==> config.mk <==
export PLATFORM = sky130hd
export DESIGN_NAME = hdmi_clk_div_ctrl
export DESIGN_NICKNAME = d
export VERILOG_FILES = /design/src/rtl/hdmi_clk_pkg.sv /design/src/rtl/hdmi_clk_div_ch.sv /design/src/rtl/hdmi_clk_div_ctrl.sv
export SDC_FILE = /design/constraint.sdc
export NUM_CORES = 1
export LEC_CHECK = 0
export BUFFER_PORTS_ARGS = -buffer_cell sky130_fd_sc_hd__buf_2
export CORE_ASPECT_RATIO = 1.75
export CORE_MARGIN = 4
export CORE_UTILIZATION = 40
export DETAILED_ROUTE_END_ITERATION = 8
export PLACE_DENSITY = 0.66
export SLEW_MARGIN = 30
export SYNTH_ARGS = -nofsm -noshare
export SYNTH_HDL_FRONTEND = slang
export SYNTH_SLANG_ARGS = --single-unit
==> constraint.sdc <==
create_clock -name clk -period 2.8 [get_ports clk]
set_clock_uncertainty 0.1 [all_clocks]
set_input_delay 0.56 -clock clk [delete_from_list [all_inputs] [get_ports clk]]
set_output_delay 0.56 -clock clk [all_outputs]
set_load 0.02 [all_outputs]
==> src/rtl/hdmi_clk_pkg.sv <==
// -----------------------------------------------------------------------------
// hdmi_clk_pkg
// Shared types and helpers for the HDMI fabric clock-enable generator:
//   state_e     : lock sequencer states
//   stab_width  : width of the lock-stability counter for a given LOCK_STABLE
//   ceil_half   : ceil(d/2), the high-phase length of a divided square wave
// -----------------------------------------------------------------------------
package hdmi_clk_pkg;

  typedef enum logic [1:0] {
    WAIT_LOCK = 2'd0,
    STABLE    = 2'd1,
    RUN       = 2'd2
  } state_e;

  // The counter only needs to reach LOCK_STABLE-2 (the release happens on
  // the transition out of that value), so $clog2(LOCK_STABLE) bits always
  // suffice; keep at least one bit so tiny thresholds still elaborate.
  function automatic int stab_width(input int lock_stable);
    if (lock_stable > 2) begin
      return $clog2(lock_stable);
    end else begin
      return 1;
    end
  endfunction

  // High-phase length of a divided square wave: ceil(d/2).
  function automatic int ceil_half(input int d);
    return (d + 1) / 2;
  endfunction

endpackage

==> src/rtl/hdmi_clk_div_ch.sv <==
// -----------------------------------------------------------------------------
// hdmi_clk_div_ch
// One divider channel: counter 0..D-1, ratio latch (updated only at a wrap so
// no runt period is produced), one-cycle phase-slip hold and registered
// clock-enable / square-wave outputs.
// Ports:
//   clk, resetn : fast clock, synchronous active-low reset
//   run         : high while the sequencer is in RUN with lock still present
//   ratio       : requested divide ratio (0 is treated as 1)
//   slip        : one-cycle request to hold the counter for one cycle
//   ce          : one-cycle enable, asserted the cycle after cnt = 0
//   clk_div     : square wave, high the cycle after cnt < ceil(D/2)
// -----------------------------------------------------------------------------
module hdmi_clk_div_ch
  import hdmi_clk_pkg::*;
#(
  parameter int DIV_W = 4
) (
  input  logic             clk,
  input  logic             resetn,
  input  logic             run,
  input  logic [DIV_W-1:0] ratio,
  input  logic             slip,
  output logic             ce,
  output logic             clk_div
);

  logic [DIV_W-1:0] cnt_q, cnt_d;
  logic [DIV_W-1:0] div_q, div_d;
  logic             hold_q, hold_d;
  logic             ce_q, ce_d;
  logic             clk_div_q, clk_div_d;
  logic [DIV_W-1:0] ratio_norm_s;
  logic [DIV_W-1:0] half_s;

  // Counter, ratio latch, slip hold and next output values.
  always_comb begin
    cnt_d     = cnt_q;
    div_d     = div_q;
    hold_d    = 1'b0;
    ce_d      = 1'b0;
    clk_div_d = 1'b0;

    ratio_norm_s = (ratio == {DIV_W{1'b0}}) ? DIV_W'(1) : ratio;
    half_s       = DIV_W'(ceil_half(int'(div_q)));

    if (!run) begin
      // Outside RUN the ratio tracks the input, so the value present on the
      // RUN-entry edge is the one the first period uses.
      cnt_d = {DIV_W{1'b0}};
      div_d = ratio_norm_s;
    end else begin
      ce_d      = (cnt_q == {DIV_W{1'b0}});
      clk_div_d = (cnt_q < half_s);
      if (slip && !hold_q) begin
        // Hold wins over a coincident wrap; the wrap (and ratio latch)
        // happens one cycle later.
        hold_d = 1'b1;
        cnt_d  = cnt_q;
      end else if (cnt_q == (div_q - DIV_W'(1))) begin
        cnt_d = {DIV_W{1'b0}};
        div_d = ratio_norm_s;
      end else begin
        cnt_d = cnt_q + DIV_W'(1);
      end
    end
  end

  // Channel state registers.
  always_ff @(posedge clk) begin
    if (!resetn) begin
      cnt_q     <= {DIV_W{1'b0}};
      div_q     <= DIV_W'(1);
      hold_q    <= 1'b0;
      ce_q      <= 1'b0;
      clk_div_q <= 1'b0;
    end else begin
      cnt_q     <= cnt_d;
      div_q     <= div_d;
      hold_q    <= hold_d;
      ce_q      <= ce_d;
      clk_div_q <= clk_div_d;
    end
  end

  assign ce      = ce_q;
  assign clk_div = clk_div_q;

endmodule

==> src/rtl/hdmi_clk_div_ctrl.sv <==
// -----------------------------------------------------------------------------
// hdmi_clk_div_ctrl
// Lock-gated reset sequencer plus NUM_CH phase-aligned fabric dividers.
// Ports:
//   clk, resetn : fast PLL clock, synchronous active-low reset
//   pll_lock    : PLL lock (asynchronous, synchronised here)
//   div_ratio   : per-channel ratio, channel i at [i*DIV_W +: DIV_W]
//   slip        : per-channel one-cycle phase-slip request
//   ce, clk_div : per-channel enable strobe and square wave
//   locked      : high while running
//   rst_out_n   : downstream synchronous active-low reset
// -----------------------------------------------------------------------------
module hdmi_clk_div_ctrl
  import hdmi_clk_pkg::*;
#(
  parameter int NUM_CH      = 2,
  parameter int DIV_W       = 4,
  parameter int LOCK_STABLE = 1024
) (
  input  logic                    clk,
  input  logic                    resetn,
  input  logic                    pll_lock,
  input  logic [NUM_CH*DIV_W-1:0] div_ratio,
  input  logic [NUM_CH-1:0]       slip,
  output logic [NUM_CH-1:0]       ce,
  output logic [NUM_CH-1:0]       clk_div,
  output logic                    locked,
  output logic                    rst_out_n
);

  localparam int STAB_W = stab_width(LOCK_STABLE);
  // Release fires on the edge that would move the counter to LOCK_STABLE-1.
  localparam logic [STAB_W-1:0] STAB_LAST =
    (LOCK_STABLE >= 2) ? STAB_W'(LOCK_STABLE - 2) : {STAB_W{1'b0}};

  logic              sync_meta_q;
  logic              lock_s_q;
  state_e            state_q, state_d;
  logic [STAB_W-1:0] stab_q, stab_d;
  logic              locked_q, rst_out_n_q;
  logic              run_s;

  // Sequencer next-state and stability counter.
  always_comb begin
    state_d = state_q;
    stab_d  = stab_q;
    case (state_q)
      WAIT_LOCK: begin
        stab_d = {STAB_W{1'b0}};
        if (lock_s_q) begin
          state_d = (LOCK_STABLE <= 1) ? RUN : STABLE;
        end else begin
          state_d = WAIT_LOCK;
        end
      end
      STABLE: begin
        if (!lock_s_q) begin
          state_d = WAIT_LOCK;
          stab_d  = {STAB_W{1'b0}};
        end else if (stab_q == STAB_LAST) begin
          state_d = RUN;
          stab_d  = {STAB_W{1'b0}};
        end else begin
          stab_d  = stab_q + STAB_W'(1);
        end
      end
      RUN: begin
        stab_d = {STAB_W{1'b0}};
        if (!lock_s_q) begin
          state_d = WAIT_LOCK;
        end else begin
          state_d = RUN;
        end
      end
      default: begin
        state_d = WAIT_LOCK;
        stab_d  = {STAB_W{1'b0}};
      end
    endcase
  end

  // Gating with lock_s as well as RUN makes a lock loss clear the counters and
  // outputs on the very next edge, not one cycle after the state changes.
  assign run_s = (state_q == RUN) && lock_s_q;

  // Lock synchroniser, sequencer state and registered status outputs.
  always_ff @(posedge clk) begin
    if (!resetn) begin
      sync_meta_q <= 1'b0;
      lock_s_q    <= 1'b0;
      state_q     <= WAIT_LOCK;
      stab_q      <= {STAB_W{1'b0}};
      locked_q    <= 1'b0;
      rst_out_n_q <= 1'b0;
    end else begin
      sync_meta_q <= pll_lock;
      lock_s_q    <= sync_meta_q;
      state_q     <= state_d;
      stab_q      <= stab_d;
      locked_q    <= run_s;
      rst_out_n_q <= run_s;
    end
  end

  assign locked    = locked_q;
  assign rst_out_n = rst_out_n_q;

  for (genvar i = 0; i < NUM_CH; i++) begin : g_ch
    hdmi_clk_div_ch #(
      .DIV_W (DIV_W)
    ) u_ch (
      .clk     (clk),
      .resetn  (resetn),
      .run     (run_s),
      .ratio   (div_ratio[i*DIV_W +: DIV_W]),
      .slip    (slip[i]),
      .ce      (ce[i]),
      .clk_div (clk_div[i])
    );
  end

endmodule

==> results.tsv <==
metric	value	unit
CP delay by family, top	simple AND/OR/NAND/NOR gates	
worst reg2reg path depth	7	
Initial Util	41.5	%
total length of routed wires	3520	um
reg2reg setup slack	0.85	ns
Clock Tree Root	clkbuf_8	
DIE AREA	0.00642	mm^2
Nets	268	
DRT iter0 DRCs	23	
worst-path cell chain	inv_1 -> ha_1 -> nand3_1 -> inv_1 -> and3_1 -> o22ai_1 -> nand2_1	
DRC	0	
PostCTS Resize Cnt	0	
final setup fails	0	
CP Capture Type	flop	
Avg Inst Size Synth	9.48	um^2
Mapped Area	0.00207	mm^2
Hold Path End	lock_s_q	
CP Launch Type	flop	
largest stage delay on the critical path	0.44	ns
Crit-path slowest cell	nand3_1	
Tmin final	1.95	ns
Die Y	103	um
largest net degree at the start of global routing	22	
cell count after synthesis	218	
row cnt	34	
final hold slack	0.336	ns
CTS tree	done	
initial antenna violation count	0	
Post-synth top flop	dfxtp_1	
Total GRT Usage	12.0	%
final cell count without fillers	290	
PwrDens	442	mW/mm^2
worst endpoint required time	2.88	ns
LEAKAGE	0.944	nW
worst-margin pin slew	0.592	ns
routability cong.	0.764	
Post-DRT Antenna Nets	0	
total power	994	uW
unrepaired setup endpoints after global routing	no	
Seq/Total Area, Yosys	35.9	%
drt first pass iters	4	
setup_tns	0	ns
worst hold stages	1	
gr ovfl total	0	
via count	1507	
Max-Cap Viols	0	
crit-path most repeated cell	inv_1	
combined buffer and inverter count along the critical path	2	
Sinks on Clock Net	37	
Layout area overhead	8.84	%
core box area	0.00498	mm^2
vias in the first global route	1506	
worst rel slew slack	60.4	%
WL/cell	12.1	um
#FFs+latches synth	37	
Clock Latency Late Sink	0.29	ns
Post-synth EDFFs	0	
cts hold-fix bufs	0	
final worst-path cycle share	69.8	%
Placed Cells	282	
I/O pin count	19	
Fmax	512	MHz
kind of critical path	reg2reg	
Slew Limit Fails	0	
reg2reg end	g_ch[1].u_ch.cnt_q[3]	
CP max FO	15	
Worst EP arrival	2.03	ns
Num CTS Buffers	5	
Distinct cells, synth	39	
die width	62.3	um
Port Buf Inserts	18	
Critical R2R Launch	state_q[0]	
n_diodes	0	
worst hold start	sync_meta_q	
Synth async-reset ratio	0	%
endpoints failing hold	0	
clk slew on worst S/H paths	0.07	ns
Worst Hold Class	reg2reg	
Post-Syn Nets	251	
H-tree levels	2	
status	complete, no violations	
Via-to-Cell Ratio	5.20	
share of layout cells above drive strength 1	14.8	%
DP HPWL	2680	um
Ys Warns	0	
clock buffer depth	2	
final core utilization	45.2	%
Max VDD drop	0.367	mV
post-CTS setup buffers	0	
first-pass GRT wire length	6330	um
## metrics by stage
stage | worst slack (ns) | area, um^2
after CTS | 0.851 | 2250
after floorplan | 1.06 | 2070
after global placement | 0.909 | 2170
final | 0.847 | 2250
after detailed placement | 0.860 | 2170
after global routing | 0.684 | 2250
## power by group
part / internal, mW / total, mW / switching (mW)
sequential: 0.534 / 0.546 / 0.0121
clock: 0.172 / 0.359 / 0.187
combinational: 0.0425 / 0.0879 / 0.0454
## cell type report
| class | instances | area [um^2] |
|---|---|---|
| clock buffers | 6 | 72.6 |
| well taps | 54 | 67.6 |
| fillers | 492 | 2730 |
| inverters | 12 | 45.0 |
| clock inverters | 2 | 10.0 |
| multi-input cells | 160 | 1210 |
| flip-flops and latches | 37 | 741 |
| repair buffers | 19 | 97.6 |
## synthesized netlist by cell type (2+ instances only)
| cell | number | share of area [%] |
|---|---|---|
| nor4b_1 | 2 | 0.85 |
| nor3_2 | 2 | 0.97 |
| xnor2_1 | 6 | 2.5 |
| mux2i_1 | 8 | 3.9 |
| nor3_1 | 4 | 0.97 |
| a21oi_1 | 6 | 1.5 |
| nor3b_1 | 2 | 0.73 |
| and2_1 | 2 | 0.61 |
| a211oi_1 | 2 | 0.73 |
| and3_1 | 4 | 1.2 |
| buf_4 | 6 | 2.2 |
| inv_1 | 12 | 2.2 |
| nand2b_1 | 4 | 1.2 |
| nand3_1 | 12 | 2.9 |
| xnor2_2 | 2 | 1.6 |
| o211ai_1 | 4 | 1.5 |
| o22ai_1 | 2 | 0.61 |
| nor4_1 | 4 | 1.2 |
| xnor3_1 | 2 | 2.2 |
| nor2b_1 | 4 | 1.2 |
| nand3_2 | 2 | 0.97 |
| ha_1 | 20 | 12 |
| nor2_1 | 13 | 2.4 |
| o311a_4 | 2 | 2.1 |
| and4_1 | 3 | 1.3 |
| dfxtp_1 | 37 | 36 |
| xor2_1 | 11 | 4.7 |
| nand2_1 | 25 | 4.5 |
| nand4_1 | 2 | 0.61 |
| a21o_1 | 4 | 1.5 |
## metal layers
| layer | part of all wire, % | global-route usage (%) | vias up |
|---|---|---|---|
| met1 | 39 | 11.4 | 695 |
| met3 | 3.8 | 3.27 | 7 |
| met4 | 1.8 | 5.39 | 0 |
| met2 | 55 | 23.7 | 21 |
| li1 | - | - | 784 |
| met5 | 0 | 0 | - |
## state kept, by name, summed over array words and instances (netlist names)
register and flops:
g_ch.u_ch.cnt_q 8, g_ch.u_ch.div_q 8, g_ch.u_ch.hold_q 2, rst_out_n 1
g_ch.u_ch.ce 2, g_ch.u_ch.clk_div 2, stab_q 10, lock_s_q 1
sync_meta_q 1, state_q 2
## worst max-delay path by stage
| stage | startpoint | endpoint | slack, ns | depth (start not counted) |
|---|---|---|---|---|
| final | state_q[0] | g_ch[1].u_ch.cnt_q[3] | 0.85 | 7 |
| after CTS | state_q[0] | g_ch[0].u_ch.cnt_q[3] | 0.85 | 7 |
| after floorplan | g_ch[0].u_ch.div_q[0] | g_ch[0].u_ch.div_q[0] | 1.06 | 6 |
| after global placement | state_q[0] | g_ch[0].u_ch.cnt_q[3] | 0.91 | 7 |
| after detailed placement | state_q[0] | g_ch[0].u_ch.cnt_q[3] | 0.86 | 7 |
| after global routing | state_q[0] | g_ch[0].u_ch.cnt_q[3] | 0.68 | 7 |
## worst register-to-register path, cell delays in order, from the launching register on
cell	delay, ns
dfxtp_1	0.38
inv_1	0.08
ha_1	0.25
nand3_1	0.44
inv_1	0.20
and3_1	0.22
o22ai_1	0.12
nand2_1	0.07
## kinds of logic after synthesis
family | after synthesis | synth area share, %
AO/OA/AOI/OAI | 23 | 8.78
multiplexers | 8 | 3.88
AND/OR/NAND/NOR | 87 | 22.3
flip-flops | 37 | 35.9
buffers and inverters | 21 | 5.33
adder cells (fa/ha/maj) | 20 | 12.1
XOR/XNOR | 22 | 11.8
## cell usage in the layout, fill, tap and decap left out, types with 5 or more instances in the layout
cell,count
xor2_1,11
dfxtp_1,37
xnor2_1,6
mux2i_1,8
nand3_1,12
nor2_1,13
inv_1,12
clkbuf_8,5
buf_2,18
ha_1,20
a21oi_1,6
nand2_1,25
Note: power is estimated with default switching activity, not from simulation.
